==> config.mk <==
export PLATFORM = sky130hd
export DESIGN_NAME = seq_divider32
export DESIGN_NICKNAME = d
export VERILOG_FILES = /design/src/rtl/div_pkg.sv /design/src/rtl/div_step.sv /design/src/rtl/seq_divider32.sv
export SDC_FILE = /design/constraint.sdc
export NUM_CORES = 1
export LEC_CHECK = 0
export CAP_MARGIN = 20
export CORE_MARGIN = 3
export CORE_UTILIZATION = 35
export DETAILED_ROUTE_END_ITERATION = 12
export PLACE_DENSITY = 0.59
export RECOVER_POWER = 25
export SLEW_MARGIN = 20
export SYNTH_ARGS = -nofsm -noshare
export SYNTH_HDL_FRONTEND = slang
export SYNTH_HIERARCHICAL = 1
export SYNTH_SLANG_ARGS = --single-unit
export TNS_END_PERCENT = 1
==> constraint.sdc <==
create_clock -name CLK -period 6.9 [get_ports CLK]
set_input_delay 1.38 -clock CLK [delete_from_list [all_inputs] [get_ports CLK]]
set_output_delay 1.38 -clock CLK [all_outputs]
set_load 0.005 [all_outputs]
==> src/rtl/div_pkg.sv <==
// Shared constants and types for the sequential restoring divider.
// Default operand width, FSM state encoding and the iteration counter width.
package div_pkg;

    localparam int unsigned DivWidth = 32;

    typedef enum logic [1:0] {
        StIdle = 2'd0,
        StCalc = 2'd1,
        StDone = 2'd2
    } div_state_e;

    // One extra bit so the counter can hold WIDTH itself without wrapping.
    function automatic int unsigned div_cnt_width(input int unsigned width);
        return $clog2(width) + 1;
    endfunction

    localparam int unsigned DivCntWidth = div_cnt_width(DivWidth);

endpackage

==> src/rtl/div_step.sv <==
// One restoring-division step: compare the shifted partial remainder with the divisor
// and subtract when it fits, producing the next remainder and one quotient bit.
module div_step
    import div_pkg::*;
#(
    parameter int unsigned WIDTH = DivWidth
) (
    input  logic [WIDTH:0]   rem_shift,
    input  logic [WIDTH-1:0] divisor,
    output logic [WIDTH-1:0] rem_next,
    output logic             q_bit
);

    always_comb begin
        q_bit    = (rem_shift >= {1'b0, divisor});
        // The true difference is below the divisor, so a WIDTH-bit subtraction is exact.
        rem_next = rem_shift[WIDTH-1:0] - (q_bit ? divisor : '0);
    end

endmodule

==> src/rtl/seq_divider32.sv <==
// Sequential unsigned divider: one restoring step per clock, WIDTH steps per division.
// A zero divisor skips the iteration and reports all-ones quotient with div_by_zero set.
module seq_divider32
    import div_pkg::*;
#(
    parameter int unsigned WIDTH = DivWidth
) (
    input  logic             CLK,
    input  logic             RST,
    input  logic             start,
    input  logic [WIDTH-1:0] in_a,
    input  logic [WIDTH-1:0] in_b,
    output logic [WIDTH-1:0] Quotient,
    output logic [WIDTH-1:0] Remainder,
    output logic             Result_Valid,
    output logic             busy,
    output logic             div_by_zero
);

    localparam int unsigned           CntWidth = div_cnt_width(WIDTH);
    localparam logic [CntWidth-1:0]   LastStep = CntWidth'(WIDTH - 1);

    div_state_e          state_q, state_d;
    logic [CntWidth-1:0] cnt_q, cnt_d;
    logic [WIDTH-1:0]    divisor_q, divisor_d;
    logic [WIDTH-1:0]    quo_d, rem_d;
    logic                valid_d, dbz_d;

    logic [WIDTH:0]      rem_shift;
    logic [WIDTH-1:0]    step_rem;
    logic                step_qbit;

    // Left shift of {Remainder, Quotient}: the dividend MSB enters the remainder.
    assign rem_shift = {Remainder, Quotient[WIDTH-1]};

    div_step #(
        .WIDTH(WIDTH)
    ) u_div_step (
        .rem_shift(rem_shift),
        .divisor  (divisor_q),
        .rem_next (step_rem),
        .q_bit    (step_qbit)
    );

    always_comb begin
        state_d   = state_q;
        cnt_d     = cnt_q;
        divisor_d = divisor_q;
        quo_d     = Quotient;
        rem_d     = Remainder;
        dbz_d     = div_by_zero;
        valid_d   = 1'b0;

        unique case (state_q)
            StIdle: begin
                if (start) begin
                    cnt_d = '0;
                    if (in_b != '0) begin
                        divisor_d = in_b;
                        quo_d     = in_a;
                        rem_d     = '0;
                        dbz_d     = 1'b0;
                        state_d   = StCalc;
                    end else begin
                        quo_d   = '1;
                        rem_d   = in_a;
                        dbz_d   = 1'b1;
                        state_d = StDone;
                    end
                end
            end
            StCalc: begin
                quo_d = {Quotient[WIDTH-2:0], step_qbit};
                rem_d = step_rem;
                cnt_d = cnt_q + 1'b1;
                if (cnt_q == LastStep) begin
                    state_d = StDone;
                end
            end
            StDone: begin
                // The pulse lands in the following cycle, back in idle.
                valid_d = 1'b1;
                state_d = StIdle;
            end
            default: begin
                state_d = StIdle;
            end
        endcase
    end

    always_ff @(posedge CLK or negedge RST) begin
        if (!RST) begin
            state_q      <= StIdle;
            cnt_q        <= '0;
            divisor_q    <= '0;
            Quotient     <= '0;
            Remainder    <= '0;
            Result_Valid <= 1'b0;
            div_by_zero  <= 1'b0;
        end else begin
            state_q      <= state_d;
            cnt_q        <= cnt_d;
            divisor_q    <= divisor_d;
            Quotient     <= quo_d;
            Remainder    <= rem_d;
            Result_Valid <= valid_d;
            div_by_zero  <= dbz_d;
        end
    end

    assign busy = (state_q != StIdle);

endmodule

==> summary.md, run 1 <==
| Metric | Value |
|---|---|
| Biggest area consumer among synthesized cells | dfrtp_1 |
| Mean Syn Cell Area | 9.00 µm² |
| Top cells by area, synth | dfrtp_1 (35%), ha_1 (10%), nand2_1 (8.9%) |
| FFs w/ async S/R, synth | 100% |
| Htree depth | 3 |
| GRT Util Overall | 19.6% |
| CTS hold repair buffers | 0 |
| Crit path max fanout | 22 |
| Max_cap viols | 3 |
| Synth top area share | 34.7% |
| Peak Freq | 0.194 GHz |
| # port buffers | 133 |
| Pin count of the biggest net entering global routing | 79 |
| Longest Clk Path Bufs | 2 |
| Layout cell share with drive strength beyond 1 | 10.8% |
| Startpoint types | flip-flop |
| TritonCTS clock tree | done |
| Post-DP HPWL | 17.4 mm |
| Setup Buffers After CTS | 0 |
| Most used cell, CP | nand2_1 |
| Period Utilization, post-route | 74.5% |
| Grt total ovfl | 0 |
| Routed vias | 6672 |
| Via count of the first global-routing pass | 6579 |
| Setup Viol. Count Final | 0 |
| Synth Flop Type | dfrtp_1 |
| FF+latch count, synth | 106 |
| Required @ worst endpoint | 7160 ps |
| Routed wire length | 23.3 mm |
| Crit Reg-Reg Startpoint | Remainder[29] |
| Boundary Pins | 134 |
| Tightest Pin Transition | 1990 ps |
| First-pass GRT wire length | 37.3 mm |
| Crit Path Category | reg -> reg |
| Clk root buf | clkbuf_16 |
| Die Wd | 154 µm |
| Worst r2r dst | Remainder[31] |
| Cts bufs inserted | 9 |
| DP Area | 9220 µm² |
| Outcome | complete, but fails checks |
| Post-Syn Area | 7640 µm² |
| Drt wl/cell | 18.9 µm |
| Failing checks | capacitance limit, slew limit |
| Initial antenna violation count | 0 |
| CP endpoint kind | flip-flop |
| Pre-antenna DRT Iters | 5 |
| Crit path cell chain | ha_1 -> nand3_1 -> or4_1 -> o31ai_4 -> buf_4 -> nand2_1 -> ha_1 -> and4_1 -> nand3_1 -> a211oi_1 -> nand2b_1 -> nand4_1 -> nand3b_1 -> a2bb2oi_1 -> xor3_1 -> nand2_1 -> nand2_1 -> o22a_1 |
| CP max-delay cell | or4_1 |
| CP peak stage delay | 650 ps |
| # rows | 53 |
| CP Data Arrival Time | 5400 ps |
| Area of the core | 21200 µm² |
| Worst skew pair latency | 360 ps |
| Min-Delay Path Class | reg -> reg |
| Syn_nets | 980 |
| Setup TNS | 0 ps |
| Warnings, synthesis | 6 |
| Fin crit period | 5140 ps |
| Antenna-violating nets left | 0 |
| R2r setup slk | 1760 ps |
| Syn Inst Count | 848 |
| Number of library cell types mapped by synthesis | 70 |
| Crit path launch | Remainder[29] |
| Clock transition at path regs | 80 ps |
| Post-CTS Resized | 0 |
| Post-synthesis sequential area ratio | 34.7% |
| Remaining DRCs | 0 |
| Critical Path End | Remainder[31] |
| Ant diodes | 0 |
| FF-to-FF path depth | 18 |
| Num Clock Sinks | 106 |
| Die height | 154 µm |
| Worst slew margin | -32.9% |
| Final Hold Vio Count | 0 |
| Initial core utilization | 36.0% |
| Area Growth Syn to Fin | 24.2% |
| Number of synthesized flops with an enable pin | 0 |
| Final Wtd Congestion | 0.897 |
| Vias/cell | 5.41 |
| RSZ-0062 raised after global routing | false |
| Final instance area | 9480 µm² |
| Nets@finish | 1086 |
| Die ar. | 23600 µm² |
| DR iter-0 viols | 470 |
| Final Slew Violations | 147 |
| Final Skew | 11.6 ps |
area by class of cell:
class / instances / area (µm²)
clock buffer: 9 / 225
clock inverter: 6 / 50.0
fill: 2130 / 11700
inverter: 45 / 169
multi-input combinational: 649 / 4630
sequential: 106 / 2650
tap: 275 / 344
timing repair buffer: 143 / 1410
placed cells by master, fill, tap and decap left out, types with 4 or more instances in the layout:
cell type,instances
nand3_1,11
clkbuf_16,9
xor2_1,6
nor3_1,37
a21oi_1,27
o21ai_0,20
nand4_1,9
a211oi_1,8
a21o_1,11
inv_1,45
ha_1,64
nand2_1,182
a41oi_2,30
o22a_1,31
o21a_1,7
dfrtp_1,106
nor4_2,4
mux2_1,9
a41oi_1,4
buf_4,7
o21ai_1,9
clkdlybuf4s50_1,132
a31oi_1,5
xnor2_1,22
nor2_1,58
nor4_1,4
mux2_2,24
nand2b_1,6
o211ai_1,5
Yosys cell counts (all sizes together) (13+ instances only):
cell,number
mux2,33
inv,45
a41oi,34
nor3,38
clkbuf,28
nand2,182
buf,20
a21oi,29
dfrtp,106
ha,64
nor2,59
o21ai,31
a21o,13
xnor2,22
o22a,31
how the worst min path moves through the flow:
stage | from | endpoint | slack (ps) | cells after the start
2_1_floorplan | cnt_q[5] | cnt_q[5] | 450 | 1
3_3_place_gp | cnt_q[5] | cnt_q[5] | 480 | 1
3_5_place_dp | cnt_q[5] | cnt_q[5] | 470 | 1
4_1_cts | cnt_q[5] | cnt_q[5] | 490 | 1
5_1_grt | cnt_q[5] | cnt_q[5] | 510 | 1
6_report | cnt_q[5] | cnt_q[5] | 490 | 1
layer usage:
layer	up-vias	GRT usage (%)	part of all wire, %
met2	178	31.2	47
li1	3239	-	-
met4	0	4.12	1.3
met5	-	0	0
met3	20	3.97	5.0
met1	3235	27.8	47
registers in the layout, indices dropped and copies added, names as in the netlist:
name          flops
Quotient         32
Result_Valid      1
div_by_zero       1
state_q           2
Remainder        32
divisor_q        32
cnt_q             6
logic make-up (layout without fill, tap and decap cells):
logic type	after synthesis	after routing	synth area share [%]
compound gates	188	188	21.7
xor+xnor	29	29	3.52
fa+ha+maj	65	65	10.7
buf+inv	93	203	5.11
flops	106	106	34.7
mux	33	33	4.87
simple gates	334	334	19.3
critical path: cells and delay by family, from the launching register on:
kind / cells / cell delay (ps)
DFF: 1 / 440
buffers and inverters: 1 / 370
and+or+nand+nor: 10 / 1940
AOI/OAI and AO/OA: 4 / 1150
xor gates and xnor gates: 1 / 330
adders and majority gates: 2 / 770
per-stage QoR:
step	setup slack, ps	utilization [%]	hold slack [ps]	std cells
2_1_floorplan	2520	-	445	848
3_3_place_gp	1870	43.3	478	1217
3_5_place_dp	1760	43.4	471	1218
4_1_cts	1750	44.7	488	1233
5_1_grt	1270	44.7	508	1233
6_report	1760	44.7	487	1233
Power of run 1 is not shown: default switching activity piles up to over one toggle a cycle in this logic, so the estimate is an artifact.
==> run 2: changes to the inputs <==
- clock period: 6.9 -> 5.1 ns (I/O delays scaled with it)
==> run 2 against run 1 <==
The flow still finishes with violations (capacitance limit, slew limit). Routed wire length increased by 0.65%. First-iteration DRC count is 13% lower. Via count grew 1.0%. Flip-flop and latch count stayed put. Non-clock buffer count is 13 higher. Largest cell class unchanged.
==> summary.md, run 2 (same netlist as run 1, synthesis figures left out) <==
| Metric | Value |
|---|---|
| Outcome | complete, but fails checks |
| Failing checks | capacitance limit, slew limit |
| FF-to-FF path depth | 22 |
| Fin crit period | 4770 ps |
| Die ar. | 23600 µm² |
| # rows | 53 |
| Commonest non-fill, non-tap cell in the layout | nand2_1 |
| CP Data Arrival Time | 5030 ps |
| Longest Clk Path Bufs | 2 |
| Area of the core | 21200 µm² |
| CP endpoint kind | flip-flop |
| DP Area | 9310 µm² |
| Remaining DRCs | 0 |
| Vias/cell | 5.40 |
| Crit path max fanout | 4 |
| Final core utilization | 45.4% |
| Initial core utilization | 36.0% |
| Clock transition at path regs | 80 ps |
| Tightest Pin Transition | 3440 ps |
| First-pass GRT wire length | 37.1 mm |
| Pin count of the biggest net entering global routing | 91 |
| Grt total ovfl | 0 |
| Layout cell share with drive strength beyond 1 | 12.2% |
| Setup TNS | 0 ps |
| Post-DP HPWL | 17.7 mm |
| Period Utilization, post-route | 93.6% |
| DR iter-0 viols | 411 |
| Final Slew Violations | 76 |
| Critical Path End | Remainder[30] |
| Pre-antenna DRT Iters | 4 |
| Drt wl/cell | 18.8 µm |
| RSZ-0062 raised after global routing | false |
| Ant diodes | 0 |
| Hold Path Stages | 1 |
| Crit path launch | Remainder[11] |
| Final Hold Vio Count | 0 |
| Area Growth Syn to Fin | 26.1% |
| Final Wtd Congestion | 0.926 |
| Final instance area | 9630 µm² |
| Num Clock Sinks | 106 |
| Most frequent cells in the layout | nand2_1 (182), clkdlybuf4s50_1 (132), dfrtp_1 (106), ha_1 (64), nor2_1 (58) |
| Cts bufs inserted | 9 |
| Routed wire length | 23.5 mm |
| TritonCTS clock tree | done |
| Required @ worst endpoint | 5360 ps |
| Nets@finish | 1099 |
| Die Wd | 154 µm |
| Htree depth | 3 |
| Min-Delay Path Class | reg -> reg |
| Startpoint types | flip-flop |
| Die height | 154 µm |
| Clk root buf | clkbuf_16 |
| Crit Path Category | reg -> reg |
| # port buffers | 133 |
| Routed vias | 6739 |
| Worst r2r dst | Remainder[30] |
| Boundary Pins | 134 |
| Antenna-violating nets left | 0 |
| Worst skew pair latency | 360 ps |
| Setup Viol. Count Final | 0 |
| Max_cap viols | 1 |
| GRT Util Overall | 19.7% |
| R2r setup slk | 330 ps |
| Largest regs | Quotient x32, Remainder x32, divisor_q x32 |
| Crit Reg-Reg Startpoint | Remainder[11] |
| Via count of the first global-routing pass | 6614 |
| Initial antenna violation count | 0 |
| Worst slew margin | -129% |
| Peak Freq | 0.210 GHz |
| Final Skew | 14.4 ps |
## run 2: cell types whose count changed in the layout (fill, tap and decap cells not counted)
| cell | before | now |
|---|---|---|
| buf_16 | 1 | 0 |
| or4_4 | 0 | 1 |
| clkbuf_1 | 2 | 0 |
| buf_4 | 7 | 21 |
| buf_6 | 0 | 1 |
| clkbuf_8 | 0 | 1 |
| dlygate4sd2_1 | 0 | 1 |
| clkinvlp_4 | 1 | 0 |
| or4_1 | 1 | 0 |
| buf_12 | 0 | 1 |
| clkbuf_2 | 1 | 0 |
| bufinv_16 | 0 | 1 |
## run 2: metrics by stage
step           std cells  worst slack [ps]  hold WS [ps]
3_5_place_dp        1231               340           482
4_1_cts             1247               303           496
2_1_floorplan        848               715           445
5_1_grt             1247              43.9           516
3_3_place_gp        1231               383           481
6_report            1247               328           494
## run 2: repair_timing
| item | CTS | global route |
|---|---|---|
| setup endpoints to repair | 0 | 2 |
| hold buffers | 0 | 0 |
| setup buffers | 0 | 0 |
| gates resized for setup | 0 | 2 |
## run 2: critical path, cell delays in order, from the launching register on
cell and delay (ps):
dfrtp_1 450, ha_1 340, nand4_1 100, nor3_1 340, nand2_1 100, o211ai_1 150, a41oi_1 130, o31ai_4 330
and2_1 170, ha_1 150, inv_1 50, fa_1 400, a21o_1 200, a221o_1 330, a21oi_2 150, o211ai_2 160
o41ai_4 340, o2111ai_1 170, a21oi_1 200, xnor2_1 90, nand2_1 70, nand2_1 50, o22a_1 190
## run 2: how the worst min path moves through the flow
stage	startpoint	to	slack [ps]
global placement	cnt_q[5]	cnt_q[5]	480
detailed placement	cnt_q[5]	cnt_q[5]	480
floorplan	cnt_q[5]	cnt_q[5]	450
finish	cnt_q[5]	cnt_q[5]	490
CTS	cnt_q[5]	cnt_q[5]	500
global route	cnt_q[5]	cnt_q[5]	520
## run 2: layout make-up
class	instances	area [µm²]
Clock inverter	6	72.6
Multi-Input combinational cell	649	4630
Tap cell	275	344
Inverter	45	169
Timing Repair Buffer	156	1520
Fill cell	2090	11600
Clock buffer	10	239
Sequential cell	106	2650
## run 2: layer usage
metal / track usage, % / up-vias / wire, µm
met3: 4.05 / 35 / 1070
met1: 27.5 / 3252 / 11100
li1: - / 3276 / -
met4: 5.93 / 0 / 541
met2: 30.8 / 176 / 10700
met5: 0 / - / 0
Power of run 2 is left out for the same reason.
